`src/rtl/uart_pkg.sv`:
```
// Shared UART definitions: receive FSM states, frame constants and the parity helper
// used by both the tx and rx paths.
package uart_pkg;

   localparam int unsigned OVERSAMPLE = 16;
   localparam int unsigned DATA_BITS  = 8;

   typedef enum logic [2:0] {
      IDLE,
      START,
      DATA,
      PARITY,
      STOP,
      WAIT_IDLE
   } rx_state_t;

   // Parity bit value a transmitter would send: XOR of data for even, XNOR for odd.
   function automatic logic par_calc(input logic [7:0] data, input logic odd);
      return (^data) ^ odd;
   endfunction

endpackage

```
`src/rtl/uart_rx_shift_reg.sv`:
```
// Receive shift register: right-shifts with the new bit entering the MSB, so an
// LSB-first serial stream is reassembled in place after eight shifts.
module rx_shift_reg (
   input  logic       clock,
   input  logic       reset,
   input  logic       shift_en,
   input  logic       bit_in,
   output logic [7:0] data_out
);

   always_ff @(posedge clock) begin
      if (reset) begin
         data_out <= '0;
      end else if (shift_en) begin
         data_out <= {bit_in, data_out[7:1]};
      end
   end

endmodule

```
`src/rtl/uart_rx.sv`:
```
// UART receiver: 2-flop synchronizer, oversampled start detection and mid-bit
// sampling of data, optional parity and stop bits; presents one byte per frame.
module uart_rx #(
   parameter int unsigned OVERSAMPLE = uart_pkg::OVERSAMPLE,
   parameter int unsigned DATA_BITS  = uart_pkg::DATA_BITS
) (
   input  logic       clock,
   input  logic       reset,
   input  logic       sample_tick,
   input  logic       rx_in,
   input  logic       parity_en,
   input  logic       parity_odd,
   output logic [7:0] rx_data,
   output logic       rx_valid,
   output logic       parity_err,
   output logic       frame_err,
   output logic       rx_busy
);

   import uart_pkg::*;

   localparam int unsigned       TICK_W    = $clog2(OVERSAMPLE);
   localparam logic [TICK_W-1:0] TICK_MID  = TICK_W'(OVERSAMPLE / 2 - 1);
   localparam logic [TICK_W-1:0] TICK_LAST = TICK_W'(OVERSAMPLE - 1);
   localparam logic [2:0]        BIT_LAST  = 3'(DATA_BITS - 1);

   rx_state_t         state;
   rx_state_t         state_next;
   logic [1:0]        sync_q;
   logic              rx_s;
   logic [TICK_W-1:0] tick_cnt;
   logic [2:0]        bit_cnt;
   logic              par_en_q;
   logic              par_odd_q;
   logic              par_mis;
   logic [7:0]        shift_data;

   logic              tick_clr;
   logic              bit_clr;
   logic              shift_en;
   logic              latch_cfg;
   logic              par_store;
   logic              frame_done;

   // Synchronizer runs every clock, independent of sample_tick.
   always_ff @(posedge clock) begin
      if (reset) begin
         sync_q <= '1;
      end else begin
         sync_q <= {sync_q[0], rx_in};
      end
   end

   assign rx_s = sync_q[1];

   always_ff @(posedge clock) begin
      if (reset) begin
         state <= IDLE;
      end else begin
         state <= state_next;
      end
   end

   always_comb begin
      state_next = state;
      tick_clr   = 1'b0;
      bit_clr    = 1'b0;
      shift_en   = 1'b0;
      latch_cfg  = 1'b0;
      par_store  = 1'b0;
      frame_done = 1'b0;
      if (sample_tick) begin
         case (state)
            IDLE: begin
               if (!rx_s) begin
                  state_next = START;
                  tick_clr   = 1'b1;
                  latch_cfg  = 1'b1;
               end
            end
            START: begin
               if (tick_cnt == TICK_MID) begin
                  if (!rx_s) begin
                     state_next = DATA;
                     tick_clr   = 1'b1;
                     bit_clr    = 1'b1;
                  end else begin
                     state_next = IDLE;
                  end
               end
            end
            DATA: begin
               if (tick_cnt == TICK_LAST) begin
                  shift_en = 1'b1;
                  if (bit_cnt == BIT_LAST) begin
                     state_next = par_en_q ? PARITY : STOP;
                  end
               end
            end
            PARITY: begin
               if (tick_cnt == TICK_LAST) begin
                  par_store  = 1'b1;
                  state_next = STOP;
               end
            end
            STOP: begin
               if (tick_cnt == TICK_LAST) begin
                  frame_done = 1'b1;
                  state_next = rx_s ? IDLE : WAIT_IDLE;
               end
            end
            WAIT_IDLE: begin
               if (rx_s) begin
                  state_next = IDLE;
               end
            end
            default: state_next = IDLE;
         endcase
      end
   end

   always_ff @(posedge clock) begin
      if (reset) begin
         tick_cnt   <= '0;
         bit_cnt    <= '0;
         par_en_q   <= 1'b0;
         par_odd_q  <= 1'b0;
         par_mis    <= 1'b0;
         rx_data    <= '0;
         rx_valid   <= 1'b0;
         parity_err <= 1'b0;
         frame_err  <= 1'b0;
      end else begin
         rx_valid <= 1'b0;
         if (sample_tick) begin
            tick_cnt <= tick_clr ? '0 : tick_cnt + 1'b1;
         end
         if (bit_clr) begin
            bit_cnt <= '0;
         end else if (shift_en) begin
            bit_cnt <= bit_cnt + 1'b1;
         end
         if (latch_cfg) begin
            par_en_q  <= parity_en;
            par_odd_q <= parity_odd;
         end
         // Cleared on entry to DATA so a parity-less frame always reports 0.
         if (bit_clr) begin
            par_mis <= 1'b0;
         end else if (par_store) begin
            par_mis <= rx_s ^ par_calc(shift_data, par_odd_q);
         end
         if (frame_done) begin
            rx_data    <= shift_data;
            rx_valid   <= 1'b1;
            frame_err  <= ~rx_s;
            parity_err <= par_mis;
         end
      end
   end

   assign rx_busy = (state != IDLE);

   rx_shift_reg u_shift (
      .clock    (clock),
      .reset    (reset),
      .shift_en (shift_en),
      .bit_in   (rx_s),
      .data_out (shift_data)
   );

endmodule
```
`config.mk`:
```
export PLATFORM = sky130hd
export DESIGN_NAME = uart_rx
export DESIGN_NICKNAME = d
export VERILOG_FILES = /design/src/rtl/uart_pkg.sv /design/src/rtl/uart_rx_shift_reg.sv /design/src/rtl/uart_rx.sv
export SDC_FILE = /design/constraint.sdc
export NUM_CORES = 1
export LEC_CHECK = 0
export CAP_MARGIN = 25
export CORE_UTILIZATION = 61
export DETAILED_ROUTE_END_ITERATION = 10
export DONT_BUFFER_PORTS = 1
export HOLD_SLACK_MARGIN = 0.15
export PLACE_DENSITY_LB_ADDON = 0.08
export SYNTH_ARGS = -nofsm -noshare
export SYNTH_HDL_FRONTEND = slang
export SYNTH_SLANG_ARGS = --single-unit
export TNS_END_PERCENT = 1
```
`constraint.sdc`:
```
create_clock -name clock -period 2.04 [get_ports clock]
set_input_delay 0.204 -clock clock [delete_from_list [all_inputs] [get_ports clock]]
set_output_delay 0.204 -clock clock [all_outputs]
set_load 0.01 [all_outputs]
```
# [Yosys cells after proc, flatten, opt, wreduce, memory -nomap -nowiden]
# Cells that the tools add are included.
[op_classes] bitwise_logic=3 n_eq_ne=15 addsub=2 reduce_logical=5 muxes=28
[ops] op="2-to-1 mux 3 bit" n=9
[ops] op="case mux 3 bit (6 select lines)" n=1
[ops] op="2-to-1 mux 1 bit" n=15
[ops] op="!= test 2 bit, second input constant" n=7
[ops] op="== test 3 bit, second input constant" n=3
[ops] op="AND reduction 8 bit" n=1
[ops] op="XOR reduction 8 bit" n=1
[ops] op="== test 3 x 2 -> 1 bit, second input constant" n=2
[ops] op="adder 4 x 1 -> 4 bit, second input constant" n=1
[ops] op="== test 4 x 3 -> 1 bit, second input constant" n=1
[ops] op="== test 4 bit, second input constant" n=1
[ops] op="2-to-1 mux 4 bit" n=1
[ops] op="adder 3 x 1 -> 3 bit, second input constant" n=1
[ops] op="== test 3 x 1 -> 1 bit, second input constant" n=1
[ops] op="logical NOT 3 bit" n=1
[ops] op="nonzero test 3 bit" n=1
[ops] op="2-to-1 mux 2 bit" n=1
[ops] op="case mux 1 bit (2 select lines)" n=1
[ops] op="OR reduction 2 bit" n=1
[ops] op="bitwise XOR 1 bit" n=2
[ops] op="NOT 1 bit" n=1
[totals] output_inout_bits=12 inputBits=6 ff_bits=34

# [Depth between registers and ports, before layout]
# Gate-level depths: netlist (run 1).
[depth] word_depth=5 ltp_mapped=7

# [By module]
# A second synthesis (run 1) with hierarchy kept.
[unflattened] cells_unflattened=158 hier_area_um2=1520.2
[modules_own_cells] mod="uart_rx" area_per_inst_um2=1234.9 cells_each=132 instances=1
[modules_own_cells] mod="rx_shift_reg" area_per_inst_um2=285.3 cells_each=26 instances=1

# [Worst setup path after synthesis (run 1)]
# OpenSTA, ideal clock, no wires.
[synth_timing] path_type="register -> register" start="register tick_cnt[0]" end="register u_shift.data_out[0]" stages_incl_launch_ff=8 t_arrival_ns=1.619 setup_ns=0.128 path_slack_ns=0.294 t_required_ns=1.912 path_buffers=1 cell_sequence="dfxtp_1 ha_1 and3_1 nand2_1 nor3_1 buf_2 mux2i_1 nor2_1"
[synth_via] elab_chain_cells=4
[synth_rtl] item="from (decl)" line="uart_rx.sv:31" rtl="logic [TICK_W-1:0] tick_cnt;"
[synth_rtl] item="from (signal assigned)" line="uart_rx.sv:136" rtl="tick_cnt <= tick_clr ? '0 : tick_cnt + 1'b1;"
[synth_rtl] item="== test 4 bit" line="uart_rx.sv:93" rtl="if (tick_cnt == TICK_LAST) begin"
[synth_rtl] item="2-to-1 mux 1 bit" line="uart_rx.sv:93"
[synth_rtl] item="2-to-1 mux 1 bit" line="uart_rx.sv:73" rtl="case (state)"
[synth_rtl] item="2-to-1 mux 1 bit" line="uart_rx.sv:72" rtl="if (sample_tick) begin"
[synth_rtl] item="to (signal assigned)" line="uart_rx_shift_reg.sv:15" rtl="data_out <= {bit_in, data_out[7:1]};"
[synth_rtl] item="to (decl)" line="uart_rx_shift_reg.sv:8" rtl="output logic [7:0] data_out"
# Every way passes these cells.
# A chain may end at the register's enable or synchronous reset.

# [Worst setup path in the final report (run 1)]
[layout_timing] start="register state[0]" end="register state[0]"
[layout_via] elab_chain_cells=3 word_cells_on_any_way=15
[layout_rtl] item="from (decl)" line="uart_rx.sv:27" rtl="rx_state_t state;"
[layout_rtl] item="from (signal assigned)" line="uart_rx.sv:60" rtl="state <= state_next;"
[layout_rtl] item="== test 3 x 2 -> 1 bit, or another cell as far along" line="uart_rx.sv:73"
[layout_rtl] item="!= test 2 bit (no line)"
[layout_rtl] item="AND reduction 8 bit (no line)"
# Parallel ways exist; a longest one is shown, timed or not.

==> results of run 1 <==
flip-flops by register name, indices dropped and copies added, names as in the netlist:
name / cells
rx_data: 8
u_shift.data_out: 8
tick_cnt: 4
bit_cnt: 3
state: 3
sync_q: 2
frame_err: 1
par_en_q: 1
par_mis: 1
par_odd_q: 1
parity_err: 1
rx_valid: 1
cells in the mapped netlist (all sizes together):
master	instances
a21oi	7
ha	3
mux2i	22
o21a	1
or3b	2
buf	2
xor2	2
nand2	10
o31a	1
nor2b	2
or2	2
nand2b	2
nor3	3
a311oi	1
or4b	1
a211oi	1
clkbuf	7
inv	2
nand3b	3
a211o	1
dfxtp	34
and3	1
xnor2	10
a21o	1
nand4	1
o21ai	5
o221ai	1
nor2	30
or3	2
critical path: cells and delay by family, from the launching register on:
kind / cells / cell delay (ns)
simple gates: 2 / 0.76
compound gates: 3 / 0.52
flops: 1 / 0.47
final cells by class:
class	count	area share, %
inverter	2	0.451
tap	28	2.11
clock inverter	2	0.752
timing repair buffer	11	6.17
multi-input combinational	115	46.5
sequential	34	40.9
clock buffer	6	3.08
cells by family (layout without fill, tap and decap cells):
| logic type | after synthesis | count (layout) | synth area share [%] |
|---|---|---|---|
| DFF | 34 | 34 | 45.6 |
| adders and majority gates | 3 | 3 | 2.51 |
| buffers and inverters | 11 | 21 | 2.93 |
| and+or+nand+nor | 59 | 59 | 18.6 |
| xor gates and xnor gates | 12 | 12 | 7.04 |
| AOI/OAI and AO/OA | 19 | 19 | 8.63 |
| muxes | 22 | 22 | 14.7 |
how the worst max path moves through the flow:
stage                     slack (ns)   startpoint                   to
after floorplan                 0.29  tick_cnt[0]  u_shift.data_out[0]
after global placement          0.34     state[0]             state[0]
after detailed placement        0.26     state[0]             state[0]
after CTS                       0.22     state[0]             state[0]
after global routing            0.06  tick_cnt[0]           rx_data[7]
final                           0.23     state[0]             state[0]
metal layers:
layer / vias up / track usage (%)
met5: - / 0
met4: 0 / 10.8
met3: 7 / 7.31
met2: 29 / 39.6
met1: 528 / 31.0
li1: 557 / -
report_power, final:
part / internal [W] / switching (W)
Sequential: 0.000670 / 0.00000680
Combinational: 0.0000249 / 0.0000274
Clock: 0.000166 / 0.000221
layout by cell type, fill, tap and decap left out, types with 2 or more instances in the layout:
cell type / instances
or3_1: 2
o21ai_0: 5
clkbuf_4: 5
buf_4: 5
dfxtp_1: 34
nand2_1: 10
xor2_1: 2
nor2_1: 30
nand3b_1: 3
xnor2_1: 10
or2_2: 2
mux2i_1: 22
nor2b_1: 2
nand2b_1: 2
a21oi_1: 7
inv_1: 2
nor3_1: 2
dlygate4sd3_1: 5
ha_1: 3
per-stage QoR:
stage,hold WS (ns),std cells
2_1_floorplan,0.308,160
5_1_grt,0.284,198
4_1_cts,0.242,197
3_5_place_dp,0.278,184
3_3_place_gp,0.275,184
6_report,0.264,198
repair_timing:
action,4_1_cts,5_1_grt
hold endpoints to repair,34,0
endpoints found under the setup margin,0,0
buffers inserted,0,0
hold buffers,5,0
==> results.py, run 1 <==
metrics = {
    "power": {
        "finalPower_w": 0.00112,
        "ir_worst_vdd_mv": 0.809,
        "power_leakage_nw": 0.585,
        "p_per_area_nw_per_um2": 670,
    },
    "timing": {
        "setup_tns_ns": 0,
        "setup_viol": 0,
        "fmax_ghz": 0.552,
        "setup_ws_ns": 0.229,
        "finalHoldViolCount": 0,
        "slew_headroom_pct": 78.4,
        "worst_pin_slew_ns": 0.323,
        "fin_crit_sh_pct": 88.8,
        "drv_slew": 0,
        "layout_min_cycle_time_ns": 1.81,
        "finClkSkew_ns": 0.00997,
        "rsz0062_at_grt": "false",
    },
    "floorplanning": {
        "coreArea_sq_um": 2250,
        "die_h_um": 51.5,
        "io_pins": 18,
        "initial_core_util_pct": 66.3,
        "rows": 17,
        "die-area_sq_um": 2650,
        "die_x_um": 51.5,
    },
    "cells_and_area": {
        "fillers": 181,
        "area_growth_pct": 11.4,
        "num_antenna_cells": 0,
        "final-seq-area_sq_um": 681,
        "final_util_pct": 73.8,
        "nets": 178,
        "layout-drive-gt1-share_pct": 12.4,
        "fin_area_sq_um": 1660,
        "multi_input_area_sq_um": 774,
    },
    "detailed_routing": {
        "final_antenna_net_count": 0,
        "met2WireLength_um": 1350,
        "drt_iter0_drc": 22,
        "dr_wl_met3_um": 175,
        "wl_um": 2840,
        "first_pass_iters": 5,
        "drc": 0,
        "met1Wirelength_um": 1260,
        "wire_per_inst_um": 14.3,
        "topRoutingLayerUsed": "met4",
        "via_per_inst": 5.66,
        "num_vias": 1121,
    },
    "outcome": {
        "status": "complete, no violations",
    },
    "logic_synthesis": {
        "syn_avg_cell_area_sq_um": 9.34,
        "synth_top_cell_by_area": "dfxtp_1",
        "synthesis.yosys.warnings": 0,
        "synth.area.top_cells": "dfxtp_1, mux2i_1, nor2_1",
        "ys_seq_area_share_pct": 45.6,
        "syn-instance-count": 160,
        "yosysUniqueCellTypes": 30,
        "ys_seq_elements": 34,
        "synth_top_area_share_pct": 45.6,
        "syn-cell-area_sq_um": 1490,
        "syn_nets": 169,
    },
    "setup_path": {
        "r2r-start": "state[0]",
        "r2r-end": "state[0]",
        "crit_type": "register to register",
        "crit_path_end_kind": "register",
        "slowest_stage": "dfxtp_1",
        "cp_cell_sequence": "or3b_1, a211oi_2, o221ai_2, or3_1, a21oi_1",
        "worst-r2r-setup-slack_ns": 0.23,
        "ff2ff_path_depth": 5,
        "cp-start-kind": "register",
        "critical_path_arrival_ns": 2.09,
        "max_stage_delay_ns": 0.47,
        "cp.required_ns": 2.31,
        "path_max_fanout": 9,
    },
    "grt": {
        "grt_max_degree": 32,
        "grt_overflow": 0,
        "grt_pass1_wl_um": 4710,
        "antenna_found_initial": 0,
        "grt_usage_pct": 24.8,
        "grt_pass1_vias": 1039,
    },
    "clocking": {
        "clockBufferDepth": 2,
        "clock-root-buffer": "clkbuf_4",
        "clock-sinks": 34,
        "cts_repair_resize_count": 0,
        "clkLatencyLatePin_ns": 0.33,
        "cts_made_buffers": 5,
        "cts_htree_levels": 2,
        "tritoncts": "yes",
        "clk_pin_slew_ns": 0.10,
    },
    "placement": {
        "io_buffers": 0,
        "gp_congestion": 0.890,
        "dpl.hpwl_um": 1860,
        "place_ws_ns": 0.264,
        "placed_cell_area_sq_um": 1540,
    },
    "min_path": {
        "whs_endpoint": "par_mis",
        "hold_start": "sample_tick",
        "worstHoldPathCells": 3,
        "min_path_type": "primary input to register",
    },
    "run": {
        "max_cap_violations": 0,
    },
}
No activity file was read; power rests on OpenSTA's default activity.
==> inputs of run 2 (changes only) <==
- PLACE_DENSITY: unset -> 0.77
- PLACE_DENSITY_LB_ADDON: 0.08 -> unset
==> results.py, run 2 (same netlist as run 1, synthesis figures left out) <==
metrics = {
    "outcome": {
        "status": "complete, no violations",
    },
    "grt": {
        "grt_usage_pct": 23.7,
        "antenna_found_initial": 0,
        "grt_pass1_wl_um": 4490,
        "grt_max_degree": 32,
        "grt_pass1_vias": 1012,
        "grt_overflow": 0,
    },
    "placement": {
        "dpl.hpwl_um": 1750,
        "place_ws_ns": 0.262,
        "io_buffers": 0,
        "placed_cell_area_sq_um": 1520,
        "gp_congestion": 0.854,
    },
    "detailed_routing": {
        "met2WireLength_um": 1330,
        "wl_um": 2720,
        "dr_wl_met3_um": 118,
        "final_antenna_net_count": 0,
        "topRoutingLayerUsed": "met4",
        "via_per_inst": 5.65,
        "drt_iter0_drc": 18,
        "wire_per_inst_um": 13.9,
        "num_vias": 1102,
        "first_pass_iters": 4,
        "drc": 0,
        "met1Wirelength_um": 1210,
    },
    "cells_and_area": {
        "area_growth_pct": 9.05,
        "nets": 176,
        "fillers": 193,
        "multi_input_area_sq_um": 774,
        "fin_area_sq_um": 1630,
        "layout-drive-gt1-share_pct": 10.8,
        "final_common_cell": "dfxtp_1",
        "num_antenna_cells": 0,
        "reg.largest.list": "rx_data: 8 flops, u_shift.data_out: 8 flops, tick_cnt: 4 flops",
        "final_cell_mix": "dfxtp_1, nor2_1, mux2i_1",
        "final-seq-area_sq_um": 681,
    },
    "setup_path": {
        "cp-start-kind": "register",
        "ff2ff_path_depth": 7,
        "path_depth": 7,
        "worst-r2r-setup-slack_ns": 0.24,
        "path_max_fanout": 11,
        "crit_type": "register to register",
        "cp.buffers_inverters": 1,
        "crit_path_end_kind": "register",
        "crit_family": "simple AND/OR/NAND/NOR gates",
        "cp_cell_sequence": "ha_1, and3_1, nand2_1, nor3_2, buf_4, mux2i_1, nor2_1",
        "cp.required_ns": 2.26,
        "max_stage_delay_ns": 0.40,
        "critical_path_arrival_ns": 2.02,
        "slowest_stage": "dfxtp_1",
    },
    "min_path": {
        "min_path_type": "primary input to register",
        "worstHoldPathCells": 4,
    },
    "timing": {
        "setup_ws_ns": 0.238,
        "finalHoldViolCount": 0,
        "whs_ns": 0.252,
        "setup_tns_ns": 0,
        "fmax_ghz": 0.555,
        "fin_crit_sh_pct": 88.4,
        "slew_headroom_pct": 76.3,
        "drv_slew": 0,
        "worst_pin_slew_ns": 0.355,
        "finClkSkew_ns": 0.00992,
        "setup_viol": 0,
        "rsz0062_at_grt": "false",
        "layout_min_cycle_time_ns": 1.80,
    },
    "power": {
        "finalPower_w": 0.00107,
        "power_leakage_nw": 0.570,
        "ir_worst_vdd_mv": 0.526,
        "p_per_area_nw_per_um2": 655,
    },
    "floorplanning": {
        "io_pins": 18,
        "coreArea_sq_um": 2250,
        "rows": 17,
        "die_x_um": 51.5,
        "die-area_sq_um": 2650,
        "initial_core_util_pct": 66.3,
        "die_h_um": 51.5,
    },
    "run": {
        "max_cap_violations": 0,
    },
    "clocking": {
        "cts_htree_levels": 2,
        "clk_pin_slew_ns": 0.10,
        "cts_made_buffers": 5,
        "clock-sinks": 34,
        "clkLatencyLatePin_ns": 0.33,
        "tritoncts": "yes",
        "clock-root-buffer": "clkbuf_4",
        "clockBufferDepth": 2,
    },
}
run 2: cell types whose count changed in the layout (fill, tap and decap cells not counted):
cell and change:
clkbuf_8 -1, clkinv_2 +1, clkinvlp_4 -1, buf_6 +1, buf_4 -2, buf_8 -1
run 2: power breakdown:
group	internal (W)	switching, W	total, W
clock network	0.000124	0.000215	0.000339
registers	0.000670	0.00000659	0.000677
logic	0.0000243	0.0000270	0.0000512
run 2: worst reg2reg max path, stage by stage, from the launching register on:
cell     delay, ns
dfxtp_1       0.40
ha_1          0.24
and3_1        0.21
nand2_1       0.12
nor3_2        0.16
buf_4         0.24
mux2i_1       0.25
nor2_1        0.07
run 2: layout make-up:
class	instances	area share (%)
Multi-Input combinational cell	115	47.5
Sequential cell	34	41.8
Timing Repair Buffer	9	5.15
Clock buffer	5	2.30
Tap cell	28	2.15
Clock inverter	2	0.614
Inverter	2	0.461
run 2: path summary, 6_finish.rpt:
kind               start                  end
min          sample_tick             state[2]
min reg2reg    sync_q[0]            sync_q[1]
max          tick_cnt[0]  u_shift.data_out[1]
max reg2reg  tick_cnt[0]  u_shift.data_out[1]
run 2: per-layer routing:
metal | vias to the layer above | track usage, %
li1 | 557 | -
met1 | 507 | 27.4
met2 | 30 | 38.5
met3 | 8 | 8.19
met4 | 0 | 12.2
met5 | - | 0
run 2: timing repair:
action                    CTS  global route
buffers inserted            0             0
resized for setup           0             0
hold endpoints to repair   34             0
hold buffers                5             0
run 2: stage by stage:
stage               std cells  util [%]
detailed placement        182      67.4
CTS                       194      71.8
global placement          182      67.4
floorplan                 160         -
global route              195      72.3
finish                    195      72.3
==> RTL change 1, RTL diff (config.mk and constraints of run 2) <==
Reset style: asynchronous (`reset`), changed in 4 clocked blocks.
--- a/src/rtl/uart_rx_shift_reg.sv
+++ b/src/rtl/uart_rx_shift_reg.sv
@@ -8,7 +8,7 @@
    output logic [7:0] data_out
 );
 
-   always_ff @(posedge clock) begin
+   always_ff @(posedge clock or posedge reset) begin
       if (reset) begin
          data_out <= '0;
       end else if (shift_en) begin
--- a/src/rtl/uart_rx.sv
+++ b/src/rtl/uart_rx.sv
@@ -43,7 +43,7 @@
    logic              frame_done;
 
    // Synchronizer runs every clock, independent of sample_tick.
-   always_ff @(posedge clock) begin
+   always_ff @(posedge clock or posedge reset) begin
       if (reset) begin
          sync_q <= '1;
       end else begin
@@ -53,7 +53,7 @@
 
    assign rx_s = sync_q[1];
 
-   always_ff @(posedge clock) begin
+   always_ff @(posedge clock or posedge reset) begin
       if (reset) begin
          state <= IDLE;
       end else begin
@@ -119,7 +119,7 @@
       end
    end
 
-   always_ff @(posedge clock) begin
+   always_ff @(posedge clock or posedge reset) begin
       if (reset) begin
          tick_cnt   <= '0;
          bit_cnt    <= '0;
Check against the original RTL: differs if reset is asserted again (counterexample within 4 cycles, from zero or initial values and one cycle with reset high); with reset held inactive, the same outputs for 10 cycles.
==> RTL change 1 against run 2 <==
Routed wire length decreased by 4.0%; synthesized area grew 7.1%; worst setup slack got worse by 6.6 ps; hold slack worse by 51 ps; global-route usage is 1.5 points lower; highest routed layer unchanged; sequential cell count unchanged; die area increased by 6.8%; count of clock-buffer cells in the layout up 3; cell area increased by 6.9%; utilization fell by 2.0 points.
Power is not compared: it rests on default switching activity, and its combinational part moved more than twofold at a synthesized area within 25%.
==> RTL change 1: results (changes against run 2) <==
\begin{tabular}{lr}
\hline
Metric & Value \\
\hline
\multicolumn{2}{l}{\textbf{Run status}} \\
\quad Result of the run & finished clean (unchanged) \\
\multicolumn{2}{l}{\textbf{Timing}} \\
\quad Post-route clock skew & 9.54 ps (was 9.92 ps) \\
\quad Tightest hold margin & 201 ps (was 252 ps) \\
\quad Tightest slew margin relative to the limit & 72.7\% (was 76.3\%) \\
\multicolumn{2}{l}{\textbf{Detailed routing}} \\
\quad Initial drt markers & 22 (was 18) \\
\quad Average wire length per cell after detail routing & 15.7 um (was 13.9 um) \\
\quad First-pass iteration count of the detailed router & 6 (was 4) \\
\quad Met2 WL & 1.25 mm (was 1.33 mm) \\
\quad Final routed wirelength across all metal layers & 2.61 mm (was 2.72 mm) \\
\multicolumn{2}{l}{\textbf{Final layout}} \\
\quad Fraction of area in registers & 49.0\% (was 41.8\%) \\
\quad Inverters & 4 (was 2) \\
\quad Count of clock-net buffers in the final layout & 8 (was 5) \\
\quad Area of the multi-input gates & 697 um2 (was 774 um2) \\
\quad Area fraction of clock buffers and clock inverters & 3.38\% (was 2.92\%) \\
\multicolumn{2}{l}{\textbf{Synthesis}} \\
\quad Post-Syn Nets & 134 (was 169) \\
\quad Cells taking the most area after synthesis & sky130\_fd\_sc\_hd\_\_dfrtp\_1 50\%, sky130\_fd\_sc\_hd\_\_mux2\_2 14\%, sky130\_fd\_sc\_hd\_\_dfstp\_2 3.3\% (was sky130\_fd\_sc\_hd\_\_dfxtp\_1 46\%, sky130\_fd\_sc\_hd\_\_mux2i\_1 15\%, sky130\_fd\_sc\_hd\_\_nor2\_1 7.5\%) \\
\quad Async set-reset flop share out of synthesis & 100\% (was 0\%) \\
\quad Sequential fraction of the synthesis area & 53.3\% (was 45.6\%) \\
\multicolumn{2}{l}{\textbf{Placed design}} \\
\quad Total placed cells including tap cells & 153 (was 182) \\
\quad HPWL after detailed placement & 1.81 mm (was 1.75 mm) \\
\multicolumn{2}{l}{\textbf{Setup path}} \\
\quad Critical Path Start & state[2] (was tick\_cnt[0]) \\
\quad Max Fanout on Critical Path & 12 (was 11) \\
\quad Max stage delay on crit path & 620 ps (was 400 ps) \\
\quad Critical Path Sink & par\_odd\_q (was u\_shift.data\_out[1]) \\
\multicolumn{2}{l}{\textbf{Hold path}} \\
\quad Endpoint of the worst hold-timing path & rx\_valid (was state[2]) \\
\hline
\end{tabular}
RTL change 1: changes by cell type after synthesis, sizes merged, moves of 3 or more:
cell	delta
dfxtp	-34
dfrtp	+32
nor2	-22
mux2	+21
mux2i	-21
clkbuf	-7
buf	+4
nand2	-4
xnor2	-4
nor3	-3
RTL change 1: kinds of logic after synthesis:
kind of cell             Yosys count  share of synthesized area (%)
AND/OR/NAND/NOR                   28                           10.4
AO/OA/AOI/OAI                     18                           8.76
buffers and inverters             10                           3.21
flip-flops                        34                           53.3
multiplexers                      22                           15.6
XOR/XNOR                          10                           6.33
adder cells (fa/ha/maj)            3                           2.35
RTL change 1: repair_timing:
action | in CTS | in global routing
hold buffers | 5 | 0
hold endpoints to repair | 41 | 0
gates resized for setup | 0 | 1
setup endpoints to repair | 0 | 1
RTL change 1: power by group:
group          leakage [nW]  total (mW)  internal [mW]  switching [mW]
Combinational         0.357       0.380          0.188           0.192
Sequential            0.452       0.856          0.759          0.0968
Clock                0.0326       0.382          0.170           0.212
==> RTL change 2, RTL diff (config.mk and constraints of run 2) <==
Made on the original files. The package constant `OVERSAMPLE` goes from 16 to 32.
--- a/src/rtl/uart_pkg.sv
+++ b/src/rtl/uart_pkg.sv
@@ -2,7 +2,7 @@
 // used by both the tx and rx paths.
 package uart_pkg;
 
-   localparam int unsigned OVERSAMPLE = 16;
+   localparam int unsigned OVERSAMPLE = 32;
    localparam int unsigned DATA_BITS  = 8;
 
    typedef enum logic [2:0] {
Check against the original RTL: no difference found for any inputs over 10 cycles, from zero or initial values and one cycle with reset high; that may be too few to reach the edited logic, so the function may still have changed.
==> RTL change 2 against run 2 <==
Routed wire length is 7.1% higher; synthesized area is 6.0% higher; cell area rose by 7.0%; worst setup slack lost 80 ps; via count increased by 2.0%; power is 7.7% higher; sequential cell count grew 1; count of clock-buffer cells in the layout increased by 1; highest routed layer unchanged.
==> RTL change 2: results (changes against run 2) <==
\begin{tabular}{lr}
\hline
Metric & Value \\
\hline
\multicolumn{2}{l}{\textbf{Final layout}} \\
\quad Final \#Nets & 183 (was 176) \\
\quad Largest registers & rx\_data x8, u\_shift.data\_out x8, tick\_cnt x5 (was rx\_data x8, u\_shift.data\_out x8, tick\_cnt x4) \\
\quad Proportion of layout cells with a drive suffix above 1 & 12.1\% (was 10.8\%) \\
\quad Fillcell total & 184 (was 193) \\
\quad Number of standard cells in the final layout excluding fillers & 203 (was 195) \\
\multicolumn{2}{l}{\textbf{Timing}} \\
\quad Post-route clock skew & 6.25 ps (was 9.92 ps) \\
\multicolumn{2}{l}{\textbf{Global route}} \\
\quad First-pass GRT wire length & 4.91 mm (was 4.49 mm) \\
\quad Global routing usage summed across all routing layers & 25.1\% (was 23.7\%) \\
\quad Via count of the first global-routing pass & 1076 (was 1012) \\
\multicolumn{2}{l}{\textbf{Placed design}} \\
\quad HPWL after detailed placement & 1.86 mm (was 1.75 mm) \\
\quad Total placed cells including tap cells & 189 (was 182) \\
\multicolumn{2}{l}{\textbf{Detailed routing}} \\
\quad Initial drt markers & 14 (was 18) \\
\quad Via density per instance & 5.54 (was 5.65) \\
\quad Average wire length per cell after detail routing & 14.3 um (was 13.9 um) \\
\multicolumn{2}{l}{\textbf{Setup path}} \\
\quad Critical Path Start & tick\_cnt[1] (was tick\_cnt[0]) \\
\quad Max Fanout on Critical Path & 4 (was 11) \\
\quad Arrival @ worst endpoint & 2130 ps (was 2020 ps) \\
\multicolumn{2}{l}{\textbf{Run status}} \\
\quad Result of the run & finished clean (unchanged) \\
\multicolumn{2}{l}{\textbf{Power}} \\
\quad Peak supply drop & 0.000664 V (was 0.000526 V) \\
\quad Switching Fraction & 24.8\% (was 23.3\%) \\
\quad Static leakage & 0.689 nW (was 0.570 nW) \\
\multicolumn{2}{l}{\textbf{Synthesis}} \\
\quad Ranking of synthesized cells by instance count & 35 x sky130\_fd\_sc\_hd\_\_dfxtp\_1, 33 x sky130\_fd\_sc\_hd\_\_nor2\_1, 22 x sky130\_fd\_sc\_hd\_\_mux2i\_1 (was 34 x sky130\_fd\_sc\_hd\_\_dfxtp\_1, 30 x sky130\_fd\_sc\_hd\_\_nor2\_1, 22 x sky130\_fd\_sc\_hd\_\_mux2i\_1) \\
\quad Sequential fraction of the synthesis area & 44.2\% (was 45.6\%) \\
\quad Cells taking the most area after synthesis & sky130\_fd\_sc\_hd\_\_dfxtp\_1 44\%, sky130\_fd\_sc\_hd\_\_mux2i\_1 14\%, sky130\_fd\_sc\_hd\_\_nor2\_1 7.8\% (was sky130\_fd\_sc\_hd\_\_dfxtp\_1 46\%, sky130\_fd\_sc\_hd\_\_mux2i\_1 15\%, sky130\_fd\_sc\_hd\_\_nor2\_1 7.5\%) \\
\quad Distinct cell type count after synthesis & 34 (was 30) \\
\hline
\end{tabular}
RTL change 2: power by group through the flow:
stage                     combinational [mW]  sequential, mW  clock, mW
after floorplan                       0.0614           0.712          0
after global placement                0.0450           0.721          0
after detailed placement              0.0473           0.723          0
after CTS                             0.0649           0.707      0.382
after global routing                  0.0812           0.710      0.408
final                                 0.0743           0.708      0.366
RTL change 2: cell families (layout without fill, tap and decap cells):
group | count (synthesis) | after routing | synth area share (%)
adders and majority gates | 5 | 5 | 3.95
AOI/OAI and AO/OA | 18 | 18 | 8.37
DFF | 35 | 35 | 44.2
xor gates and xnor gates | 13 | 13 | 7.19
muxes | 22 | 22 | 13.9
and+or+nand+nor | 59 | 59 | 17.3
buffers and inverters | 15 | 21 | 5.05
RTL change 2: worst max-delay path: stages (launching register included):
cell and delay [ps]:
sky130_fd_sc_hd__dfxtp_1 370, sky130_fd_sc_hd__ha_1 170, sky130_fd_sc_hd__and3_1 190, sky130_fd_sc_hd__ha_1 190, sky130_fd_sc_hd__nand2b_1 100, sky130_fd_sc_hd__a32oi_2 260
sky130_fd_sc_hd__o221a_4 240, sky130_fd_sc_hd__mux2i_1 210, sky130_fd_sc_hd__nor2_1 50
RTL change 2: stage by stage:
stage | power [mW] | area (um2)
detailed placement | 0.770 | 1600
global route | 1.20 | 1740
floorplan | 0.774 | 1580
finish | 1.15 | 1740
global placement | 0.766 | 1600
CTS | 1.15 | 1700
RTL change 2: area by class of cell:
class | count | share of cell area [%]
multi-input cells | 117 | 47.3
clock buffers | 6 | 2.37
clock inverters | 2 | 0.718
repair buffers | 9 | 6.32
flip-flops and latches | 35 | 40.3
inverters | 4 | 0.861
well taps | 30 | 2.15
RTL change 2: per-layer routing:
layer / vias up / wire length, um / track usage, %
met2: 20 / 1380 / 39.9
met3: 12 / 118 / 9.77
met5: - / 0 / 0
li1: 574 / - / -
met1: 518 / 1300 / 28.2
met4: 0 / 118 / 14.5
RTL change 2: timing repair:
action,CTS,global route
hold buffers,5,0
endpoints found under the hold margin,35,0
resized for setup,0,3
setup endpoints to repair,0,1
RTL change 2: final timing paths:
check	endpoint	slack [ps]	cells past startpoint
hold / removal	tick_cnt[3]	180	3
hold reg to reg	sync_q[1]	430	1
setup / recovery	state[0]	160	8
setup reg to reg	state[0]	160	8
